## config.mk

```make
export PLATFORM = sky130hd
export DESIGN_NAME = sonic_st_timing_adapter_fifo
export DESIGN_NICKNAME = d
export VERILOG_FILES = /design/src/rtl/sonic_st_pkg.sv /design/src/rtl/sonic_st_sc_fifo_mem.sv /design/src/rtl/sonic_st_timing_adapter_fifo.sv
export SDC_FILE = /design/constraint.sdc
export NUM_CORES = 1
export LEC_CHECK = 0
export ABC_AREA = 1
export CAP_MARGIN = 30
export CORE_MARGIN = 2
export CORE_UTILIZATION = 33
export CTS_CLUSTER_DIAMETER = 100
export CTS_CLUSTER_SIZE = 10
export DETAILED_ROUTE_END_ITERATION = 8
export GPL_ROUTABILITY_DRIVEN = 0
export PLACE_DENSITY = 0.57
export SLEW_MARGIN = 40
export SYNTH_ARGS = -nofsm -noshare
export SYNTH_HDL_FRONTEND = slang
export SYNTH_SLANG_ARGS = --single-unit
```

## constraint.sdc

```tcl
create_clock -name clk -period 2.58 [get_ports clk]
set_input_delay 0.516 -clock clk [delete_from_list [all_inputs] [get_ports clk]]
set_output_delay 0.516 -clock clk [all_outputs]
set_load 0.1 [all_outputs]
```

## src/rtl/sonic_st_pkg.sv

```systemverilog
// Shared constants and elaboration helpers for the sonic streaming blocks.
// Holds the depth legality rule, drop counter width and clog2.
package sonic_st_pkg;

    localparam int DROP_CNT_W = 16;

    function automatic int clog2(input int value);
        int r;
        int v;
        r = 0;
        v = value - 1;
        for (int i = 0; i < 32; i++) begin
            if (v > 0) begin
                r++;
                v = v >> 1;
            end
        end
        return r;
    endfunction

    function automatic bit depth_legal(input int depth);
        return (depth >= 2) && (depth <= 64) && ((depth & (depth - 1)) == 0);
    endfunction

endpackage

```

## src/rtl/sonic_st_sc_fifo_mem.sv

```systemverilog
// Single-clock storage array: one synchronous write port, one async read port.
// Contents are deliberately not reset.
module sonic_st_sc_fifo_mem #(
    parameter int WIDTH  = 9,
    parameter int DEPTH  = 4,
    parameter int ADDR_W = 2
) (
    input  logic              clk,
    input  logic              we,
    input  logic [ADDR_W-1:0] waddr,
    input  logic [WIDTH-1:0]  wdata,
    input  logic [ADDR_W-1:0] raddr,
    output logic [WIDTH-1:0]  rdata
);

    logic [WIDTH-1:0] mem_q [DEPTH];

    always_ff @(posedge clk) begin
        if (we) begin
            mem_q[waddr] <= wdata;
        end
    end

    assign rdata = mem_q[raddr];

endmodule

```

## src/rtl/sonic_st_timing_adapter_fifo.sv

```systemverilog
// Show-ahead timing adapter FIFO with one cycle of latency, drop accounting
// and a sticky overflow flag for upstreams that cannot be backpressured.
module sonic_st_timing_adapter_fifo
    import sonic_st_pkg::*;
#(
    parameter int DATA_W       = 8,
    parameter int CHANNEL_W    = 1,
    parameter int DEPTH        = 4,
    parameter int USE_IN_READY = 0
) (
    input  logic                         clk,
    input  logic                         reset,
    input  logic                         in_valid,
    input  logic [DATA_W-1:0]            in_data,
    input  logic [CHANNEL_W-1:0]         in_channel,
    output logic                         in_ready,
    output logic                         out_valid,
    output logic [DATA_W-1:0]            out_data,
    output logic [CHANNEL_W-1:0]         out_channel,
    input  logic                         out_ready,
    output logic [clog2(DEPTH+1)-1:0]    fill_level,
    output logic                         overflow,
    output logic [DROP_CNT_W-1:0]        drop_count,
    input  logic                         clr_overflow
);

    localparam int PTR_W  = clog2(DEPTH);
    localparam int FILL_W = clog2(DEPTH + 1);
    localparam int MEM_W  = DATA_W + CHANNEL_W;

    if (!depth_legal(DEPTH)) begin : g_bad_depth
        $fatal(1, "sonic_st_timing_adapter_fifo: DEPTH must be a power of two in 2..64");
    end

    logic [PTR_W-1:0]      wr_ptr_q, wr_ptr_d;
    logic [PTR_W-1:0]      rd_ptr_q, rd_ptr_d;
    logic [FILL_W-1:0]     count_q, count_d;
    logic                  overflow_q, overflow_d;
    logic [DROP_CNT_W-1:0] drop_cnt_q, drop_cnt_d;
    logic                  full, push, pop, drop;
    logic [MEM_W-1:0]      rd_word;

    // Everything visible upstream comes from flops only.
    assign full      = (count_q == FILL_W'(DEPTH));
    assign in_ready  = !full;
    assign out_valid = (count_q != '0);
    assign pop       = out_valid && out_ready;
    assign push      = in_valid && (!full || pop);
    assign drop      = in_valid && full && !pop;

    always_comb begin
        wr_ptr_d   = wr_ptr_q;
        rd_ptr_d   = rd_ptr_q;
        count_d    = count_q + FILL_W'(push) - FILL_W'(pop);
        overflow_d = clr_overflow ? 1'b0 : overflow_q;
        drop_cnt_d = clr_overflow ? '0 : drop_cnt_q;
        if (push) begin
            wr_ptr_d = wr_ptr_q + PTR_W'(1);
        end
        if (pop) begin
            rd_ptr_d = rd_ptr_q + PTR_W'(1);
        end
        // A drop in the clear cycle wins over the clear.
        if (drop) begin
            overflow_d = 1'b1;
            if (drop_cnt_d != '1) begin
                drop_cnt_d = drop_cnt_d + DROP_CNT_W'(1);
            end
        end
    end

    always_ff @(posedge clk) begin
        if (reset) begin
            wr_ptr_q   <= '0;
            rd_ptr_q   <= '0;
            count_q    <= '0;
            overflow_q <= 1'b0;
            drop_cnt_q <= '0;
        end else begin
            wr_ptr_q   <= wr_ptr_d;
            rd_ptr_q   <= rd_ptr_d;
            count_q    <= count_d;
            overflow_q <= overflow_d;
            drop_cnt_q <= drop_cnt_d;
        end
    end

    sonic_st_sc_fifo_mem #(
        .WIDTH  (MEM_W),
        .DEPTH  (DEPTH),
        .ADDR_W (PTR_W)
    ) u_mem (
        .clk   (clk),
        .we    (push && !reset),
        .waddr (wr_ptr_q),
        .wdata ({in_channel, in_data}),
        .raddr (rd_ptr_q),
        .rdata (rd_word)
    );

    assign {out_channel, out_data} = rd_word;
    assign fill_level = count_q;
    assign overflow   = overflow_q;
    assign drop_count = drop_cnt_q;

    if (USE_IN_READY != 0) begin : g_proto_chk
        always @(posedge clk) begin
            assert (reset || !in_valid || in_ready)
            else $error("sonic_st_timing_adapter_fifo: beat presented while in_ready=0");
        end
    end

endmodule

```

==> qor.yml <==
status: "finished clean"
pwr_density_cell_mw_per_mm2: 926
antenna_left: 0
cp-start-kind: "flip-flop"
worst_pin_slew_ns: 0.520
hold_viol: 0
synth_area_mm2: 0.00295
post_cts_buffers: 0
dpl.hpwl_um: 4600
ys_seq_area_frac: 0.542
initialDrtViolationCount: 71
ctsResizeCount: 0
cts_made_buffers: 9
rsz0062_at_grt: "false"
cts.sink_count: 62
setup_violations: 0
ys.flop_type: "edfxtp_1"
synth_xor_area_frac: 0.0178
regArea_mm2: 0.00161
multi_input_area_mm2: 0.00121
drive_gt1_frac: 0.234
ios: 45
synth_cell_types: 28
drc_errors: 0
clk_pin_slew_ns: 0.08
synthTopCellsByCount: "nand2_1 (51), nor2_1 (50), inv_1 (37)"
avgSynthCellArea_um2: 8.95
cts_hold_buf: 0
core.rowCount: 34
fmaxAchievable_mhz: 470
area_growth_pct: 31.4
post-route-period-util: 0.824
synth_top_area_cell: "edfxtp_1"
total_power_mw: 3.59
antenna_found_initial: 0
required_ns: 2.06
synth.most_common_cell: "nand2_1"
synth_area_leaders: "edfxtp_1 (37%), dfxtp_1 (18%), nand2_1 (6.5%)"
root_buffer: "clkbuf_8"
hold_path_class: "reg2reg"
routedWlPerCell_um: 13.1
overflow: 0
setup.worst_path.end_class: "output pin"
die_w_um: 98.6
htreeDepth: 3
tns_ns: 0
cp.arrival_ns: 1.61
final_util: 0.445
cts_tree: "built"
synth_top_area_frac: 0.366
vdd_drop_max_mv: 0.439
diodes: 0
ys_ff_latch: 62
syn_inst: 330
synth-edff-count: 36
relSlewSlack: 0.653
placed_area_mm2: 0.00368
synth_top_family_by_area: "simple AND/OR/NAND/NOR gates"
clk_latency_ns: 0.34
ys_warn_count: 0
final_area_mm2: 0.00388
path_class: "reg2out"
syn_nets: 351
finClkSkew_ns: 0.0112
synth_compound_area_frac: 0.109
synthAdderAreaFrac: 0.0322
grt_pass1_wl_um: 11000
via_per_inst: 4.71
core_area_mm2: 0.00872
maxSlewViolCount: 0
dieHeight_um: 98.6
port_buffers: 44
drv_cap: 0
p_leak_nw: 1.53
fillCellCount: 858
grt_max_degree: 26
grt_pass1_vias: 2339
grt_usage: 0.142
nNetsFinal: 409
post-route-min-period_ns: 2.13
path_max_fanout: 18
synthSimpleGateAreaFrac: 0.231
clockBufferDepth: 2
finalWirelength_um: 6550
start_util: 0.339
vias: 2362
drt_first_pass_iters: 4
async_flop_share: 0
dieArea_mm2: 0.00972
synthMuxAreaShare: 0
per-stage QoR:
stage / hold WS [ns] / std cells / setup WS (ns)
final: 0.476 / 501 / 0.454
after global routing: 0.502 / 501 / 0.286
after CTS: 0.476 / 501 / 0.405
after detailed placement: 0.463 / 485 / 0.155
after global placement: 0.453 / 485 / 0.179
after floorplan: 0.436 / 330 / 0.105
placed cells by master (no fill, tap or decap), types with 13 or more instances in the layout:
cell and count:
nand2_1 50, dfxtp_1 23, o21ai_0 32, nand3_1 18
a21oi_1 20, buf_4 33, edfxtp_1 36, nor2_1 50
clkdlybuf4s50_1 13, inv_1 37
state kept, by name (all words and copies together), names as in the netlist, named ones only:
name and count:
fill_level 3, u_mem.mem_q 36, rd_ptr_q 2, overflow 1
wr_ptr_q 2, drop_count 16
worst paths after layout:
| check | startpoint | end | slack [ns] | cells after the start |
|---|---|---|---|---|
| worst min-delay path | rd_ptr_q[1] | flip-flop | 0.48 | 2 |
| worst max register to register | fill_level[1] | fill_level[1] | 0.69 | 12 |
| worst min register to register | rd_ptr_q[1] | flip-flop | 0.48 | 2 |
| worst max-delay path | flip-flop | out_data[4] | 0.45 | 4 |
layer usage:
layer | track usage | vias up | wire (µm)
met5 | 0 | - | 0
met4 | 0.0569 | 0 | 100
met3 | 0.0291 | 9 | 245
met2 | 0.241 | 42 | 3240
met1 | 0.177 | 1091 | 2970
li1 | - | 1220 | -
kinds of logic (layout without fill, tap and decap cells):
| group | after synthesis | count (layout) |
|---|---|---|
| flops | 62 | 62 |
| simple gates | 145 | 145 |
| xor+xnor | 6 | 6 |
| buf+inv | 48 | 111 |
| fa+ha+maj | 7 | 7 |
| compound gates | 62 | 62 |
where the power goes:
group	total, mW	switching (mW)	internal, mW
sequential	1.17	0.0501	1.12
combinational	1.54	1.09	0.443
clock	0.884	0.427	0.457
cell type report:
type	count	share of cell area
clock buffers	9	0.0319
flip-flops and latches	62	0.413
clock inverters	7	0.0209
repair buffers	56	0.149
multi-input cells	220	0.312
inverters	39	0.0384
well taps	108	0.0348
critical path, stage by stage (launching register included):
cell     delay (ns)
dfxtp_1        0.32
inv_1          0.39
o21ai_0        0.18
o22ai_2        0.18
buf_12         0.21
Note: power is estimated with default switching activity, not from simulation.
